$ cat src/rtl/mul_div_unit_pkg.sv
// Shared widths, funct codes and FSM state type for the iterative multiply/divide unit.
package mul_div_unit_pkg;

    localparam int unsigned DATA_W  = 32;
    localparam int unsigned FUNCT_W = 6;
    localparam int unsigned CNT_W   = 5;

    localparam logic [FUNCT_W-1:0] FUNCT_MULT  = 6'h18;
    localparam logic [FUNCT_W-1:0] FUNCT_MULTU = 6'h19;
    localparam logic [FUNCT_W-1:0] FUNCT_DIV   = 6'h1A;
    localparam logic [FUNCT_W-1:0] FUNCT_DIVU  = 6'h1B;

    typedef enum logic [1:0] {
        ST_IDLE = 2'd0,
        ST_CALC = 2'd1,
        ST_FIX  = 2'd2,
        ST_DONE = 2'd3
    } md_state_t;

    function automatic logic is_muldiv(input logic [FUNCT_W-1:0] f);
        return (f == FUNCT_MULT) || (f == FUNCT_MULTU) ||
               (f == FUNCT_DIV)  || (f == FUNCT_DIVU);
    endfunction

endpackage

$ cat src/rtl/mul_div_unit.sv
// Iterative 32-cycle MULT/MULTU/DIV/DIVU unit holding the HI/LO registers.
// Shift-add multiply and restoring divide share one 64-bit working register.
module mul_div_unit
    import mul_div_unit_pkg::*;
(
    input  logic               clk,
    input  logic               rst,
    input  logic               flush,
    input  logic               start,
    input  logic [FUNCT_W-1:0] funct,
    input  logic [DATA_W-1:0]  operand_1,
    input  logic [DATA_W-1:0]  operand_2,
    output logic               stall_request,
    output logic               done,
    output logic [DATA_W-1:0]  hi,
    output logic [DATA_W-1:0]  lo
);

    md_state_t              state;
    md_state_t              state_next;
    logic [CNT_W-1:0]       count;
    logic                   op_div;
    logic                   neg_res;
    logic                   neg_rem;
    logic                   div_zero;
    logic [DATA_W-1:0]      a_reg;
    logic [DATA_W-1:0]      b_reg;
    logic [DATA_W-1:0]      hi_work;
    logic [DATA_W-1:0]      lo_work;

    logic                   accept;
    logic                   sgn_in;
    logic                   div_in;
    logic [DATA_W-1:0]      mag_1;
    logic [DATA_W-1:0]      mag_2;
    logic [DATA_W:0]        mul_sum;
    logic [DATA_W:0]        div_shift;
    logic [DATA_W+1:0]      div_diff;
    logic                   div_ge;
    logic [2*DATA_W-1:0]    product;

    // Next-state and stall decode
    always_comb begin
        state_next    = state;
        accept        = (state == ST_IDLE) && start && is_muldiv(funct) && !flush;
        unique case (state)
            ST_IDLE: if (accept) state_next = ST_CALC;
            ST_CALC: if (count == CNT_W'(31)) state_next = ST_FIX;
            ST_FIX:  state_next = ST_DONE;
            ST_DONE: state_next = ST_IDLE;
            default: state_next = ST_IDLE;
        endcase
        if (flush) state_next = ST_IDLE;
        stall_request = accept || (state == ST_CALC) || (state == ST_FIX);
    end

    // Operand magnitudes and per-iteration datapath
    always_comb begin
        sgn_in    = !funct[0];
        div_in    = funct[1];
        mag_1     = (sgn_in && operand_1[DATA_W-1]) ? DATA_W'(-operand_1) : operand_1;
        mag_2     = (sgn_in && operand_2[DATA_W-1]) ? DATA_W'(-operand_2) : operand_2;
        mul_sum   = lo_work[0] ? ({1'b0, hi_work} + {1'b0, a_reg}) : {1'b0, hi_work};
        div_shift = {hi_work, lo_work[DATA_W-1]};
        div_diff  = {1'b0, div_shift} - {2'b00, b_reg};
        div_ge    = !div_diff[DATA_W+1];
        product   = {hi_work, lo_work};
    end

    always_ff @(posedge clk) begin
        if (rst) begin
            state    <= ST_IDLE;
            count    <= '0;
            op_div   <= 1'b0;
            neg_res  <= 1'b0;
            neg_rem  <= 1'b0;
            div_zero <= 1'b0;
            a_reg    <= '0;
            b_reg    <= '0;
            hi_work  <= '0;
            lo_work  <= '0;
            hi       <= '0;
            lo       <= '0;
            done     <= 1'b0;
        end else begin
            state <= state_next;
            done  <= 1'b0;
            if (!flush) begin
                unique case (state)
                    ST_IDLE: begin
                        if (accept) begin
                            op_div   <= div_in;
                            neg_res  <= sgn_in && (operand_1[DATA_W-1] ^ operand_2[DATA_W-1]);
                            neg_rem  <= sgn_in && operand_1[DATA_W-1];
                            div_zero <= div_in && (operand_2 == '0);
                            a_reg    <= mag_1;
                            b_reg    <= mag_2;
                            count    <= '0;
                            hi_work  <= '0;
                            lo_work  <= div_in ? mag_1 : mag_2;
                        end
                    end
                    ST_CALC: begin
                        count <= CNT_W'(count + 1'b1);
                        if (op_div) begin
                            hi_work <= div_ge ? div_diff[DATA_W-1:0] : div_shift[DATA_W-1:0];
                            lo_work <= {lo_work[DATA_W-2:0], div_ge};
                        end else begin
                            {hi_work, lo_work} <= {mul_sum, lo_work[DATA_W-1:1]};
                        end
                    end
                    ST_FIX: begin
                        done <= 1'b1;
                        if (!op_div) begin
                            {hi, lo} <= neg_res ? (2*DATA_W)'(-product) : product;
                        end else if (div_zero) begin
                            // neg_rem restores the original signed dividend from its magnitude
                            lo <= '1;
                            hi <= neg_rem ? DATA_W'(-a_reg) : a_reg;
                        end else begin
                            lo <= neg_res ? DATA_W'(-lo_work) : lo_work;
                            hi <= neg_rem ? DATA_W'(-hi_work) : hi_work;
                        end
                    end
                    default: ;
                endcase
            end
        end
    end

endmodule

$ cat config.mk
export PLATFORM = sky130hd
export DESIGN_NAME = mul_div_unit
export DESIGN_NICKNAME = d
export VERILOG_FILES = /design/src/rtl/mul_div_unit_pkg.sv /design/src/rtl/mul_div_unit.sv
export SDC_FILE = /design/constraint.sdc
export NUM_CORES = 1
export LEC_CHECK = 0
export BUFFER_PORTS_ARGS = -buffer_cell sky130_fd_sc_hd__buf_2
export CORE_MARGIN = 8
export CORE_UTILIZATION = 30
export CTS_CLUSTER_SIZE = 30
export DETAILED_ROUTE_END_ITERATION = 16
export PLACE_DENSITY = 0.52
export SKIP_LAST_GASP = 1
export SYNTH_ARGS = -nofsm -noshare
export SYNTH_HDL_FRONTEND = slang
export SYNTH_SLANG_ARGS = --single-unit
$ cat constraint.sdc
create_clock -name clk -period 8.2 [get_ports clk]
set_input_delay 1.23 -clock clk [delete_from_list [all_inputs] [get_ports clk]]
set_output_delay 1.23 -clock clk [all_outputs]
set_load 0.01 [all_outputs]
==> impl_summary.md, run 1 <==
Setup path
Counting both buffers and inverters, the worst setup path holds a total of 3. The most repeated library cell on the critical path is sky130_fd_sc_hd__buf_2. The longest individual stage delay on the worst path is 0.64 ns. The signal on the critical path passes through buf_2 > nand4b_1 > nor3_1 > and2_2 > buf_4 > or3_1 > buf_2. The worst setup path is launched from an input port. The worst setup path is of the in2out kind. The maximum net fanout on the critical path is between 90 and 100. For flop-to-flop paths, the worst setup slack is roughly 4.4 ns.

The cell type group with the largest total delay on the critical path is buffers and inverters. Data on the critical path arrives at its endpoint at 2.89 ns. Counting cells, the worst reg-to-reg path comes to 12.

The worst setup path is captured at a primary output. The required time at the endpoint of the critical path is 6.97 ns. The worst register-to-register path begins at hi_work[0].

Among all stages on the critical path, the largest delay is contributed by sky130_fd_sc_hd__buf_4. The worst register-to-register path ends at hi_work[31].

Clocking
Clock latency on the worst-skew pair, taken at its later pin, is 0.57 ns. Hold repair after CTS inserted 0 buffers. The cell sitting at the root of the clock tree is a sky130_fd_sc_hd__clkbuf_16. TritonCTS built the clock tree. In this run the post-CTS setup repair buffer count came out at 0. The TritonCTS sink count is 204.

The number of buffers added by the clock tree synthesis step is 26. The level count of the clock H-tree is 1. The number of gates resized after CTS is 0. Clock-pin slew was measured on the worst setup and hold paths at 0.05 ns. The number of buffers between clock root and the deepest sink is 3.

Synth
The largest area contributor in the netlist is sky130_fd_sc_hd__dfxtp_1. The synthesized netlist contains 74 unique library cells. Synthesis inferred 204 register bits. The synthesized netlist net count is 2472. The sequential cell area fraction in the yosys report is between 20% and 30%.

By area the synthesized netlist is led by sky130_fd_sc_hd__dfxtp_1, sky130_fd_sc_hd__a211oi_1, sky130_fd_sc_hd__nor2_1. The number of flops mapped to enable cells by yosys is 0. The average instance in the mapped netlist occupies around 7.3 um^2. The mapped netlist covers ~0.017 mm^2. For this run, the leading register cell type out of synthesis is sky130_fd_sc_hd__dfxtp_1. The share of synthesized area in the top cell type comes to between 20 and 25%. The share of async-settable or async-resettable flops after synthesis is 0%. The Yosys step of the flow raised 0 warnings.

Counting every instance in the synthesized netlist gives roughly 2300.

Worst hold path
The worst hold path class is reg2reg. Along the worst hold path, the cell count comes to 2. For hold timing, the worst endpoint is hi[10]. The startpoint of the tightest hold check path is hi[10].

Die
The full die area is around 0.064 mm^2. The die extent in y is 253 um. The count of pins on the block boundary is 140. The die outline width is around 250 um. The area of the core region is 0.0560 mm^2.

The initial utilization of the core area, before any placement, comes to 30.1%. The placement row count is 87.

Cells and area
The number of antenna diodes in the final layout is 0. Leaving out fill and tap cells, the most frequent cell in the layout is sky130_fd_sc_hd__nor2_1. Compared with the post-synthesis result, the final layout area differs by 12.2%. The finished cells cover roughly 0.019 mm^2. The share of post-route cells with drive strength above 1 is between 10 and 15%.

The number of nets in the layout is 2484. The number of standard cells in the final layout excluding fillers is approximately 3100. Fill cells in the final layout number 6057. In the layout the commonest cells are sky130_fd_sc_hd__nor2_1, sky130_fd_sc_hd__nand2_1, sky130_fd_sc_hd__dfxtp_1.

Pwr
The highest ir drop seen on vdd is approximately 0.00017 V. The total net switching power is 0.735 mW. The share of total power in sequential cells is between 30% and 40%. The internal power contribution is between 1.5 and 2 mW.

The static leakage power is a little over 7 nW. The total power consumption of the routed design is about 2.6 mW. The switching share of total power is 28.7%.

The part of the total power dissipated in combinational logic is ~14%. The clock share of power is about 47%. Dividing total power by cell area gives a power density of 135 mW/mm^2.

STA
For the pin with the worst max-slew slack, the measured transition is ~1.1 ns. The worst path in the final design needs a cycle of just over 4 ns, including I/O delays and setup. In the final timing run, aggregate negative setup slack is 0 ns. The worst path meets setup with 4.08 ns of slack.

The hold violation total from the final report was 0. Static timing analysis puts the maximum clock frequency at around 240 MHz. Setup repair after global routing left no endpoint under its margin. The final max-slew violation count was 0. The tightest slew margin relative to the limit is between 20% and 30%. The final count of negative-setup-slack endpoints is 0. The final clock skew is roughly 0.014 ns. The post-route clock period utilization is 50.3%.

Placed design
The final weighted congestion in routability-driven placement is 0.954. The minimum setup slack after placement is between 3 and 4 ns. In this run the cell area measured after placement is approximately 0.018 mm^2. The final HPWL from detailed placement is around 52000 um.

The instance count after placement with tap cells included is roughly 3000. During placement, the flow inserted port buffers numbering ~140.

Detailed routing
Summed over all layers, the routed wires come to between 60000 and 70000 um. Using the TritonRoute via totals, the vias-per-cell ratio works out to 5.58. In the final routed layout, each cell accounts on average for 21.8 um. The pre-antenna-repair detailed-routing pass consisted of 5 iterations. After the first detailed-routing iteration, the DRC count stood at between 1000 and 1500.

In this run the remaining antenna-violating nets after routing total 0. In the routed design, unresolved DRC markers number 0. Detailed routing inserted a total of roughly 17000 vias.

Run
Across the run, the number of max-cap violations was 0.

Run status
The run finished with clean final reports.

Global routing
The via count of the first global-routing pass was 16600. The number of antenna violations at the first check in global routing was 1. After global routing the overflow that remains totals 0. The first global-routing pass estimated approximately 100000 um of wire.

In the global route stage, overall resource usage came out at 20.3%. Entering global routing, the biggest net connects 96 pins.
-- per-stage QoR --
stage          hold WS, ns  util (%)
2_1_floorplan        0.441         -
3_3_place_gp         0.440      32.2
3_5_place_dp         0.441      32.2
4_1_cts              0.455      33.8
5_1_grt              0.460      33.8
6_report             0.447      33.8
-- synthesized netlist by cell type, types with 5 or more instances --
| library cell | n |
|---|---|
| sky130_fd_sc_hd__o31ai_1 | 31 |
| sky130_fd_sc_hd__inv_1 | 80 |
| sky130_fd_sc_hd__mux2i_1 | 52 |
| sky130_fd_sc_hd__nor2b_1 | 19 |
| sky130_fd_sc_hd__a22o_1 | 19 |
| sky130_fd_sc_hd__a211oi_1 | 155 |
| sky130_fd_sc_hd__nand3b_1 | 6 |
| sky130_fd_sc_hd__and3_1 | 14 |
| sky130_fd_sc_hd__o21a_1 | 9 |
| sky130_fd_sc_hd__or2_2 | 10 |
| sky130_fd_sc_hd__mux2_2 | 9 |
| sky130_fd_sc_hd__o21ai_0 | 154 |
| sky130_fd_sc_hd__o221ai_1 | 7 |
| sky130_fd_sc_hd__a31oi_1 | 31 |
| sky130_fd_sc_hd__a21oi_1 | 188 |
| sky130_fd_sc_hd__clkbuf_1 | 158 |
| sky130_fd_sc_hd__nor3b_1 | 10 |
| sky130_fd_sc_hd__buf_1 | 15 |
| sky130_fd_sc_hd__nor3_1 | 58 |
| sky130_fd_sc_hd__a21o_1 | 30 |
| sky130_fd_sc_hd__a311oi_1 | 8 |
| sky130_fd_sc_hd__o21bai_1 | 11 |
| sky130_fd_sc_hd__o41ai_1 | 11 |
| sky130_fd_sc_hd__ha_1 | 74 |
| sky130_fd_sc_hd__dfxtp_1 | 204 |
| sky130_fd_sc_hd__o211ai_1 | 33 |
| sky130_fd_sc_hd__or3_1 | 30 |
| sky130_fd_sc_hd__nand4_1 | 18 |
| sky130_fd_sc_hd__or4_1 | 23 |
| sky130_fd_sc_hd__nand2_1 | 220 |
| sky130_fd_sc_hd__and2_1 | 11 |
| sky130_fd_sc_hd__nor2_1 | 266 |
| sky130_fd_sc_hd__nand3_1 | 42 |
| sky130_fd_sc_hd__xnor2_1 | 110 |
| sky130_fd_sc_hd__xor2_1 | 85 |
| sky130_fd_sc_hd__o22ai_1 | 5 |
| sky130_fd_sc_hd__nor4_1 | 18 |
| sky130_fd_sc_hd__nand2b_1 | 19 |
-- routing by layer --
layer  share of wire, %  GRT usage [%]  up-vias
met4                3.6           7.03        2
met3                4.8           2.89      110
met2                 48           35.2      507
li1                   -              -     8433
met5              0.018              0        -
met1                 44           25.4     8305
-- area by class of cell --
cell class	count	area, um^2	area share (%)
multi-input cells	1856	11800	62.4
repair buffers	164	886	4.68
flip-flops and latches	204	4090	21.6
well taps	756	946	5.00
clock buffers	36	728	3.85
clock inverters	10	160	0.846
inverters	82	308	1.63
-- tightest hold or removal path: stages, from the launching register on --
cell	delay, ns
sky130_fd_sc_hd__dfxtp_1	0.32
sky130_fd_sc_hd__nand2_1	0.04
sky130_fd_sc_hd__o21ai_0	0.05
-- kinds of logic after synthesis --
family | Yosys count | share of synthesized area, %
and+or+nand+nor | 779 | 21.5
adders and majority gates | 76 | 5.73
AOI/OAI and AO/OA | 744 | 28.6
DFF | 204 | 24.2
xor gates and xnor gates | 195 | 10.1
buffers and inverters | 262 | 5.96
muxes | 62 | 3.82
-- power groups by stage --
stage	Clock, mW	Sequential, mW	Combinational, mW
detailed placement	0	1.03	0.350
global route	1.27	1.01	0.381
floorplan	0	1.02	0.225
global placement	0	1.03	0.347
CTS	1.23	1.01	0.351
finish	1.20	1.01	0.353
-- worst max path at each step --
stage / from / to / slack (ns) / cells after the start
after floorplan: flush / stall_request / 4.60 / 6
after global placement: funct[2] / stall_request / 4.03 / 7
after detailed placement: funct[2] / stall_request / 3.99 / 7
after CTS: funct[2] / stall_request / 4.01 / 7
after global routing: funct[2] / stall_request / 3.84 / 7
final: funct[2] / stall_request / 4.08 / 7
Power figures use the tool's default switching activity.
==> inputs of run 2 (changes only) <==
Settings changed: PLACE_DENSITY 0.52 to 0.53.
Clock period 8.2 ns to 3.4 ns, I/O delays scaled along.
==> impl_summary.md, run 2 (synthesis results as in run 1) <==
Detailed routing
The first-pass iteration count of the detailed router is 6 (+1). The total via count after detailed routing is 18200 (+4.8%). The number of nets still failing antenna checks after routing is 0 (unchanged). The final wirelength was 70700 um (+4.5%).

The routed wire length per instance is 21.8 um (about the same). The number of vias per cell is 5.61 (+0.38%). The number of remaining DRC errors is 0 (unchanged). The initial DRC count was 1517 (+3.9%).

Clocking
TritonCTS built the clock tree. The number of buffers between clock root and the deepest sink is 3 (unchanged). The buffer cell driving the clock tree root is sky130_fd_sc_hd__clkbuf_16. The clock insertion delay at the later pin of the skew report came to 0.58 ns (about the same). The TritonCTS sink count is 204 (unchanged). The number of buffers added by the clock tree synthesis step was 26 (unchanged).

The clock transition time at the flip-flop clock pins of the worst setup and hold paths is 0.06 ns (about the same). The level count of the clock H-tree is 1 (unchanged).

Setup path
The signal arrival time at the worst endpoint came to 3.76 ns (+0.87 ns). The category of the most critical setup path is reg2reg. The endpoint identified for the worst register-to-register timing path is hi_work[30].

The register-to-register setup slack came to 0.11 ns (-4.28 ns). The longest individual stage delay on the worst path was 0.49 ns (-0.15 ns). The worst flop-to-flop path startpoint is a_reg[1]. STA classifies the critical path endpoint as a register.

The buffering stage count on the worst path with inverters included is 1 (-2). The startpoint kind of the worst setup timing path is a register. The standard cell with the maximum stage delay on the critical path is sky130_fd_sc_hd__nor4b_1. The number of cell instances on the worst register-to-register path is 11 (-1). The required time at the endpoint of the critical path is 3.87 ns (-3.10 ns). The cell type group with the largest total delay on the critical path is compound AO/OA/AOI/OAI gates.

The maximum net fanout on the critical path came to 6 (-94%). The critical path goes through ha_1 > a211oi_1 > o211ai_1 > nand3_1 > nor4b_1 > o21ai_0 > buf_4 > a31oi_1 > mux2i_1 > a221oi_1 > a22o_1.

Run
The number of maximum-capacitance violations was 0 (unchanged).

STA
The final max-slew violation count is 0 (unchanged). The post-route clock period utilization is a little over nine tenths. The clock period minus final worst setup slack is between 3 and 4 ns. The actual transition at the worst max-transition pin is 0.972 ns (-0.122 ns).

The final clock skew is 0.0133 ns (-0.000903 ns). The maximum frequency from static timing analysis is 304 MHz. The tightest slew margin relative to the limit is 35.2% (+8.4 points). The final count of negative-setup-slack endpoints is 0 (unchanged). The minimum hold slack is 0.277 ns (-0.170 ns).

The hold violation total from the final report is 0 (unchanged).

Die
The count of pins on the block boundary is 140 (unchanged). The placement row count was 87 (unchanged). The die outline width was 253 um (unchanged).

The area of the core region is 0.0560 mm^2 (unchanged). The die extent in y is 253 um (unchanged). The full die area came to 0.0641 mm^2 (unchanged). The initial standard-cell utilization of the core is 30.1% (unchanged).

Global routing
The wire length of the first global-routing pass is 106000 um (+4.0%). The overall overflow remaining after global route is 0 (unchanged). The largest net degree at the start of global routing is 151 (+57%). The number of antenna violations at the first check in global routing was 8 (+7). The all-layer global routing usage is 21.2% (+0.93 points). The via count of the first global-routing pass came to 17400 (+4.8%).

Placed design
The final weighted congestion in routability-driven placement is 0.976 (+2.3%). The quantity of I/O buffers inserted on ports is 139 (unchanged). The final HPWL from detailed placement is 55400 um (+7.4%).

The placed standard-cell area was 0.0191 mm^2 (+6.1%).

Cells and area
Leaving out fill and tap cells, the most frequent cell in the layout is sky130_fd_sc_hd__nor2_1. The final instance area came to 0.0200 mm^2 (+5.7%). In the layout the commonest cells are sky130_fd_sc_hd__nor2_1, sky130_fd_sc_hd__nand2_1, sky130_fd_sc_hd__dfxtp_1.

The number of nets in the layout came to 2618 (+5.4%). The share of post-route cells with drive strength above 1 is 16.0% (+5.3 points). The fill cell total of the finished layout is 6056 (-0.017%). Compared with the post-synthesis result, the final layout area differs by 18.6%.

Run status
The run finished with clean final reports.

Worst hold path
The startpoint identified for the worst hold timing path is operand_2[0]. The capture endpoint of the worst hold path is b_reg[0]. The depth of the worst hold-timing path is 3 (+1). The worst hold path belongs to the class in2reg.

Pwr
The total power consumption of the routed design is 6.07 mW (+140%). The highest ir drop seen on vdd was 0.000341 V (+99%). The static leakage power was 7.97 nW (+9.7%). The power density of the placed cells is 303 mW/mm^2 (+120%).
==> run 2: cell count changes in the layout (fill, tap and decap cells not counted), moves of 3 or more <==
| cell | change |
|---|---|
| sky130_fd_sc_hd__bufinv_16 | -3 |
| sky130_fd_sc_hd__clkinv_2 | +7 |
| sky130_fd_sc_hd__buf_12 | +8 |
| sky130_fd_sc_hd__clkbuf_1 | -3 |
| sky130_fd_sc_hd__diode_2 | +4 |
| sky130_fd_sc_hd__buf_4 | +126 |
==> run 2: worst max-delay path by stage <==
stage	start	end	cells after the start
floorplan	b_reg[26]	hi_work[31]	13
global placement	hi_work[1]	hi_work[29]	12
detailed placement	hi_work[1]	hi_work[29]	12
CTS	hi_work[0]	hi_work[29]	13
global route	hi_work[3]	hi_work[21]	10
finish	a_reg[1]	hi_work[30]	11
==> run 2: metrics by stage <==
stage,util (%),TNS [ns],setup WS [ns],cells
after floorplan,-,0,0.417,2322
after global placement,34.2,0,0.0671,3196
after detailed placement,34.2,-0.0161,-0.0161,3196
after CTS,35.7,0,0.0934,3241
after global routing,35.8,-0.0348,-0.0348,3244
final,35.8,0,0.114,3245
==> run 2: area by class of cell <==
cell class / count / area, um^2 / area share, %
antenna: 4 / 10.0 / 0.0500
clock buffer: 33 / 717 / 3.58
clock inverter: 12 / 91.3 / 0.457
inverter: 82 / 308 / 1.54
multi-input combinational: 1856 / 11800 / 59.2
sequential: 204 / 4090 / 20.5
tap: 756 / 946 / 4.73
timing repair buffer: 298 / 1990 / 9.96
==> run 2: power breakdown <==
group / switching, mW / leakage (nW) / internal, mW / total, mW
Sequential: 0.0145 / 1.65 / 2.40 / 2.42
Clock: 1.16 / 0.404 / 1.49 / 2.65
Combinational: 0.634 / 5.92 / 0.370 / 1.00
Total: 1.81 / 7.97 / 4.26 / 6.07
==> run 2: timing repair <==
item                                   in CTS  in global routing
buffers inserted                            0                  0
setup endpoints to repair                   3                 11
hold buffers                                0                  0
endpoints found under the hold margin       0                  0
gates resized for setup                     2                  9
==> run 2: worst register-to-register path, cell delays in order (launching register included) <==
cell	delay, ns
sky130_fd_sc_hd__dfxtp_1	0.44
sky130_fd_sc_hd__ha_1	0.28
sky130_fd_sc_hd__a211oi_1	0.39
sky130_fd_sc_hd__o211ai_1	0.24
sky130_fd_sc_hd__nand3_1	0.11
sky130_fd_sc_hd__nor4b_1	0.49
sky130_fd_sc_hd__o21ai_0	0.21
sky130_fd_sc_hd__buf_4	0.20
sky130_fd_sc_hd__a31oi_1	0.22
sky130_fd_sc_hd__mux2i_1	0.27
sky130_fd_sc_hd__a221oi_1	0.12
sky130_fd_sc_hd__a22o_1	0.23
==> run 2: per-layer routing <==
| layer | share of wire (%) | global-route usage (%) | vias up |
|---|---|---|---|
| met5 | 0.013 | 0 | - |
| met2 | 47 | 36.0 | 651 |
| li1 | - | - | 8696 |
| met3 | 5.9 | 3.04 | 162 |
| met1 | 42 | 26.6 | 8680 |
| met4 | 4.7 | 9.06 | 2 |
